`src/rtl/atm_pkg.sv`:
```
// ---------------------------------------------------------------------------
// atm_pkg
// Shared definitions for the ATM cash dispenser: FSM state encoding and
// default note values.
// ---------------------------------------------------------------------------
package atm_pkg;

    localparam logic [1:0] ST_IDLE_ENC  = 2'd0;
    localparam logic [1:0] ST_CHECK_ENC = 2'd1;
    localparam logic [1:0] ST_PAY_ENC   = 2'd2;
    localparam logic [1:0] ST_GAP_ENC   = 2'd3;

    typedef enum logic [1:0] {
        ST_IDLE  = ST_IDLE_ENC,
        ST_CHECK = ST_CHECK_ENC,
        ST_PAY   = ST_PAY_ENC,
        ST_GAP   = ST_GAP_ENC
    } state_t;

    localparam int DEF_NOTE_BIG   = 10;
    localparam int DEF_NOTE_SMALL = 1;
    localparam int DEF_NOTE_GAP   = 2;

endpackage

```
`src/rtl/atm_note_planner.sv`:
```
// ---------------------------------------------------------------------------
// atm_note_planner
// Combinational feasibility check and note split for a withdrawal.
// Greedy: as many big notes as the amount and reservoir allow, the
// remainder in small notes.
// Ports:
//   i_amt_r      requested amount (registered copy)
//   i_big_cnt    big notes in reservoir
//   i_small_cnt  small notes in reservoir
//   o_ok         amount is non-zero and payable from the reservoir
//   o_use_big    big notes to pay
//   o_use_small  small notes to pay (meaningful only when o_ok)
// ---------------------------------------------------------------------------
module atm_note_planner #(
    parameter int AMT_W      = 16,
    parameter int CNT_W      = 8,
    parameter int NOTE_BIG   = 10,
    parameter int NOTE_SMALL = 1
) (
    input  logic [AMT_W-1:0] i_amt_r,
    input  logic [CNT_W-1:0] i_big_cnt,
    input  logic [CNT_W-1:0] i_small_cnt,
    output logic             o_ok,
    output logic [CNT_W-1:0] o_use_big,
    output logic [CNT_W-1:0] o_use_small
);

    localparam int PW = AMT_W + CNT_W;

    logic [PW-1:0]    w_amt_ext;
    logic [PW-1:0]    w_q_big;
    logic [CNT_W-1:0] w_use_big;
    logic [PW-1:0]    w_rem;
    logic [PW-1:0]    w_rem_q;
    logic [PW-1:0]    w_rem_m;

    always_comb begin
        w_amt_ext = PW'(i_amt_r);
        w_q_big   = w_amt_ext / PW'(NOTE_BIG);
        // min() bounds the result by big_cnt, so it always fits CNT_W
        w_use_big = (w_q_big < PW'(i_big_cnt)) ? w_q_big[CNT_W-1:0] : i_big_cnt;
        // use_big*NOTE_BIG <= amount, so this cannot underflow
        w_rem     = w_amt_ext - PW'(w_use_big) * PW'(NOTE_BIG);
        w_rem_q   = w_rem / PW'(NOTE_SMALL);
        w_rem_m   = w_rem % PW'(NOTE_SMALL);
    end

    assign o_ok        = (w_rem_m == '0) && (w_rem_q <= PW'(i_small_cnt)) && (i_amt_r != '0);
    assign o_use_big   = w_use_big;
    assign o_use_small = w_rem_q[CNT_W-1:0];

endmodule

```
`src/rtl/atm_cash_dispenser.sv`:
```
// ---------------------------------------------------------------------------
// atm_cash_dispenser
// Responder end of the ATM withdrawal interface. Accepts a withdrawal,
// checks it against the note reservoir and either rejects it
// (not_enough_cash) or pays it out one note per PAY cycle, big notes first,
// with NOTE_GAP idle cycles after every note, then pulses done.
// Ports:
//   clock, reset                 clock / async active-high reset
//   req_valid/req_amount/req_ready  withdrawal request handshake
//   load_valid/load_big/load_small  reservoir refill (IDLE only)
//   note_big/note_small          one-cycle eject pulses
//   done/not_enough_cash         one-cycle completion pulses
//   busy                         FSM not idle
//   cash_total                   reservoir value, truncated to AMT_W
// ---------------------------------------------------------------------------
module atm_cash_dispenser
    import atm_pkg::*;
#(
    parameter int AMT_W      = 16,
    parameter int CNT_W      = 8,
    parameter int NOTE_BIG   = DEF_NOTE_BIG,
    parameter int NOTE_SMALL = DEF_NOTE_SMALL,
    parameter int NOTE_GAP   = DEF_NOTE_GAP
) (
    input  logic             clock,
    input  logic             reset,
    input  logic             req_valid,
    input  logic [AMT_W-1:0] req_amount,
    output logic             req_ready,
    input  logic             load_valid,
    input  logic [CNT_W-1:0] load_big,
    input  logic [CNT_W-1:0] load_small,
    output logic             note_big,
    output logic             note_small,
    output logic             done,
    output logic             not_enough_cash,
    output logic             busy,
    output logic [AMT_W-1:0] cash_total
);

    localparam int GW = $clog2(NOTE_GAP + 1);

    state_t           r_state, w_next_state;
    logic [AMT_W-1:0] r_amt;
    logic [CNT_W-1:0] r_big_cnt, r_small_cnt;
    logic [CNT_W-1:0] r_big_left, r_small_left;
    logic [GW-1:0]    r_gap;
    logic             r_done, r_nec;

    logic             w_ok;
    logic [CNT_W-1:0] w_use_big, w_use_small;
    logic [CNT_W:0]   w_sum_big, w_sum_small;
    logic             w_more;

    atm_note_planner #(
        .AMT_W      (AMT_W),
        .CNT_W      (CNT_W),
        .NOTE_BIG   (NOTE_BIG),
        .NOTE_SMALL (NOTE_SMALL)
    ) u_planner (
        .i_amt_r     (r_amt),
        .i_big_cnt   (r_big_cnt),
        .i_small_cnt (r_small_cnt),
        .o_ok        (w_ok),
        .o_use_big   (w_use_big),
        .o_use_small (w_use_small)
    );

    assign w_sum_big   = {1'b0, r_big_cnt} + {1'b0, load_big};
    assign w_sum_small = {1'b0, r_small_cnt} + {1'b0, load_small};
    assign w_more      = (r_big_left != '0) || (r_small_left != '0);

    // Modular arithmetic: computing in AMT_W gives the same low bits as a
    // wide product truncated afterwards.
    assign cash_total = AMT_W'(r_big_cnt) * AMT_W'(NOTE_BIG)
                      + AMT_W'(r_small_cnt) * AMT_W'(NOTE_SMALL);

    // ---- FSM state register ----
    always_ff @(posedge clock or posedge reset) begin
        if (reset) r_state <= ST_IDLE;
        else       r_state <= w_next_state;
    end

    // ---- FSM next state and outputs ----
    always_comb begin
        w_next_state    = r_state;
        req_ready       = 1'b0;
        busy            = 1'b1;
        note_big        = 1'b0;
        note_small      = 1'b0;
        done            = r_done;
        not_enough_cash = r_nec;
        case (r_state)
            ST_IDLE: begin
                req_ready = 1'b1;
                busy      = 1'b0;
                if (req_valid) w_next_state = ST_CHECK;
            end
            ST_CHECK: w_next_state = w_ok ? ST_PAY : ST_IDLE;
            ST_PAY: begin
                note_big     = (r_big_left != '0);
                note_small   = (r_big_left == '0);
                w_next_state = ST_GAP;
            end
            ST_GAP: begin
                if (r_gap == '0) w_next_state = w_more ? ST_PAY : ST_IDLE;
            end
            default: w_next_state = ST_IDLE;
        endcase
    end

    // ---- datapath: reservoir, plan, gap timer, completion pulses ----
    always_ff @(posedge clock or posedge reset) begin
        if (reset) begin
            r_amt        <= '0;
            r_big_cnt    <= '0;
            r_small_cnt  <= '0;
            r_big_left   <= '0;
            r_small_left <= '0;
            r_gap        <= '0;
            r_done       <= 1'b0;
            r_nec        <= 1'b0;
        end else begin
            r_done <= 1'b0;
            r_nec  <= 1'b0;
            case (r_state)
                ST_IDLE: begin
                    if (load_valid) begin
                        r_big_cnt   <= w_sum_big[CNT_W]   ? '1 : w_sum_big[CNT_W-1:0];
                        r_small_cnt <= w_sum_small[CNT_W] ? '1 : w_sum_small[CNT_W-1:0];
                    end
                    if (req_valid) r_amt <= req_amount;
                end
                ST_CHECK: begin
                    r_nec <= !w_ok;
                    if (w_ok) begin
                        r_big_left   <= w_use_big;
                        r_small_left <= w_use_small;
                    end
                end
                ST_PAY: begin
                    if (r_big_left != '0) begin
                        r_big_cnt  <= r_big_cnt - 1'b1;
                        r_big_left <= r_big_left - 1'b1;
                    end else begin
                        r_small_cnt  <= r_small_cnt - 1'b1;
                        r_small_left <= r_small_left - 1'b1;
                    end
                    r_gap <= GW'(NOTE_GAP - 1);
                end
                ST_GAP: begin
                    if (r_gap != '0) r_gap <= r_gap - 1'b1;
                    // done lands in the first IDLE cycle after the last gap
                    r_done <= (r_gap == '0) && !w_more;
                end
                default: ;
            endcase
        end
    end

endmodule

```
`config.mk`:
```
export PLATFORM = sky130hd
export DESIGN_NAME = atm_cash_dispenser
export DESIGN_NICKNAME = d
export VERILOG_FILES = /design/src/rtl/atm_pkg.sv /design/src/rtl/atm_note_planner.sv /design/src/rtl/atm_cash_dispenser.sv
export SDC_FILE = /design/constraint.sdc
export NUM_CORES = 1
export LEC_CHECK = 0
export ABC_AREA = 1
export ABC_CLOCK_PERIOD_IN_PS = 10100
export CAP_MARGIN = 20
export CORE_AREA = 2 2 118 131
export CTS_CLUSTER_SIZE = 16
export DETAILED_ROUTE_END_ITERATION = 8
export DIE_AREA = 0 0 120 133
export PLACE_DENSITY = 0.73
export SYNTH_ARGS = -nofsm -noshare
export SYNTH_HDL_FRONTEND = slang
export SYNTH_SLANG_ARGS = --single-unit
```
`constraint.sdc`:
```
create_clock -name clock -period 10.1 [get_ports clock]
set_input_delay 1.515 -clock clock [delete_from_list [all_inputs] [get_ports clock]]
set_output_delay 1.515 -clock clock [all_outputs]
set_load 0.02 [all_outputs]
```
==> metrics.md <==
| Metric | Value |
|---|---|
| Run status | `complete, no violations` |
| Final Hold Violating Endpoints | `0` |
| Pins Over Slew Limit | `0` |
| Share of layout cells above drive strength 1 | `16.37%` |
| Rel. slew slack | `51.11%` |
| First-pass GRT wire length | `26,400 µm` |
| Fraction of the mapped netlist area in simple logic gates | `a little under a third` |
| Fin crit period | `9.549 ns` |
| Library cells used by synthesis | `42` |
| Worst R2R Path Depth | `75` |
| Vias in the first global route | `between 5,000 and 6,000` |
| Synthesized flop and latch total | `54` |
| Largest net degree at the start of global routing | `55` |
| Worst-Skew Late Latency | `~0.30 ns` |
| Synth cell count leaders | `nand2_1, inv_1, nand3_1` |
| DPL Wire Length | `between 10,000 and 15,000 µm` |
| Routed WL | `16,190 µm` |
| Clock-pin slew on the worst setup and hold paths | `0.07 ns` |
| WP data required | `about 10 ns` |
| Util after Layout | `about 53%` |
| Routed wire length per instance | `13.38 µm` |
| Row count | `between 40 and 50` |
| Synth Area in XOR/XNOR | `6.618%` |
| Die area | `around 0.016 mm²` |
| Starting Density | `43.68%` |
| Initial drt markers | `around 300` |
| Hold-fix buffers, CTS | `0` |
| Met3 wire len | `around 680 µm` |
| Core ar. | `~0.015 mm²` |
| Clock buffer depth | `2` |
| Root Driver | `clkbuf_16` |
| Port buffer count | `53` |
| Mapped Cells | `around 940` |
| Async set or reset register ratio after synthesis | `100.0%` |
| Worst Setup Path Type | `flop to flop` |
| Crit end category | `flop` |
| Final setup violating endpoints | `0` |
| H-tree levels | `2` |
| CTS sink count | `54` |
| Area grow syn2layout | `21.35%` |
| # IOs | `58` |
| Synthesized cell area | `approximately 0.0064 mm²` |
| Max layer used | `met4` |
| Die W | `between 100 and 150 µm` |
| Seq/Total Area, Yosys | `20.96%` |
| Slowest stage delay, CP | `approximately 0.48 ns` |
| Clock skew | `0.01226 ns` |
| Crit-path max FO | `8` |
| Largest family of logic cells by synthesized area | `simple AND/OR/NAND/NOR gates` |
| Final period util | `94.54%` |
| Most common cell in the synthesized netlist | `nand2_1` |
| Antenna violations before repair | `0` |
| Post-synth EDFFs | `0` |
| Mux cell area share after synthesis | `0%` |
| Synthesized area per cell | `between 6 and 7 µm²` |
| Crit start category | `flop` |
| Drt first pass iters | `5` |
| Maximum clock rate | `roughly 100 MHz` |
| Least-Margin Pin Slew | `between 0.7 and 0.8 ns` |
| Most frequent CP cell | `nand2_4` |
| Detail Route Antenna Nets | `0` |
| Met2 WL | `slightly above 8000 µm` |
| Area contributors post-synth | `dfrtp_1, ha_1, nand2_1` |
| Hold Crit Class | `flop to flop` |
| Cell taking the most area after synthesis | `dfrtp_1` |
| Nets | `approximately 1,100` |
| Total number of vias | `roughly 6,300` |
| Hold Path Cell Cnt | `1` |
| Synth Flop Type | `dfrtp_1` |
| Number of max-cap violations | `0` |
| Wl on met1 | `about 7100 µm` |
| Total CTS buffers | `5` |
| Vias per cell | `5.245` |
| Die Ht | `about 130 µm` |
| GRT Residual Overflow | `0` |
| Routability Congestion | `0.8699` |
| CTS tree | `built` |
| Synth Area in Adders | `roughly 17%` |
| Diode count | `0` |
| Slowest CP cell | `dfrtp_2` |
| GRT Total Usage | `approximately 20%` |
| Share of the synthesized area in the top cell type | `between 20% and 30%` |
| Ys Warns | `0` |
| Residual DRC | `0` |
| Crit path DAT | `just under 10 ns` |
| Synth Area in Compound Gates | `between 10% and 20%` |
[cell usage in the layout (no fill, tap or decap), drive strengths merged]
cell / instances
a2111oi: 1
a211oi: 3
a21oi: 67
a22oi: 1
a31oi: 4
and2: 3
buf: 26
bufinv: 1
clkbuf: 5
clkdlybuf4s50: 53
clkinv: 2
clkinvlp: 2
conb: 4
dfrtp: 54
fa: 6
ha: 78
inv: 140
nand2: 229
nand3: 103
nand3b: 3
nand4: 6
nor2: 86
nor3: 10
nor4: 1
o211ai: 13
o21ai: 51
o21bai: 3
o221ai: 2
o22ai: 2
o311ai: 2
o31ai: 4
o41ai: 1
or2: 1
xnor2: 16
xor2: 31
[routing by layer]
metal / vias up / global-route usage [%]
met5: - / 0
met4: 0 / 4.967
met3: 21 / 2.241
met2: 155 / 34.82
met1: 2936 / 25.62
li1: 3234 / -
[cells by family after synthesis]
kind of cell / after synthesis
DFF: 54
AOI/OAI and AO/OA: 154
and+or+nand+nor: 441
xor gates and xnor gates: 47
other: 1
buffers and inverters: 161
adders and majority gates: 84
[area by class of cell]
class | instances | area, µm²
Clock buffer | 5 | 125.1
Clock inverter | 3 | 47.55
Fill cell | 1400 | 6937
Inverter | 141 | 535.5
Multi-Input combinational cell | 731 | 4785
Sequential cell | 54 | 1355
Tap cell | 196 | 245.2
Timing Repair Buffer | 79 | 725.7
Timing Repair inverter | 1 | 5.005
[registers in the layout (all words and copies together) (netlist names), 2 cells and up]
name,cells
r_gap,2
r_big_left,8
r_big_cnt,8
r_amt,16
r_state,2
r_small_cnt,8
r_small_left,8
[path summary, 6_finish.rpt]
check	from	end	slack, ns
worst max-delay path	r_amt[13]	r_big_left[6]	0.55
worst min-delay path	r_gap[0]	r_gap[0]	0.49
worst max register to register	r_amt[13]	r_big_left[6]	0.55
worst min register to register	r_gap[0]	r_gap[0]	0.49
max in group asynchronous	reset	r_amt[14]	7.85
min in group asynchronous	reset	r_small_left[6]	1.73
[metrics by stage]
step / TNS [ns] / instance area, µm² / instances / setup WS (ns) / hold WS (ns)
2_1_floorplan: 0 / 6459 / 945 / 1.428 / 0.4530
3_3_place_gp: 0 / 7174 / 1179 / 0.4390 / 0.4791
3_5_place_dp: 0 / 7174 / 1179 / 0.2766 / 0.4903
4_1_cts: 0 / 7347 / 1187 / 0.1677 / 0.4998
5_1_grt: -2.745 / 7824 / 1210 / -0.2347 / 0.5203
6_report: 0 / 7824 / 1210 / 0.5510 / 0.4939
[worst max-delay path: cells and delay by family, from the launching register on]
| family | cells | cell delay (ns) |
|---|---|---|
| simple gates | 52 | 4.75 |
| buf+inv | 8 | 0.70 |
| fa+ha+maj | 6 | 1.78 |
| flops | 1 | 0.48 |
| xor+xnor | 1 | 0.11 |
| compound gates | 8 | 1.62 |
[what timing repair did]
item,in CTS,in global routing
setup buffers,0,21
setup endpoints to repair,0,18
gates resized for setup,0,68
Power is not shown: default switching activity piles up to over one toggle a cycle in this logic, so the estimate is an artifact.
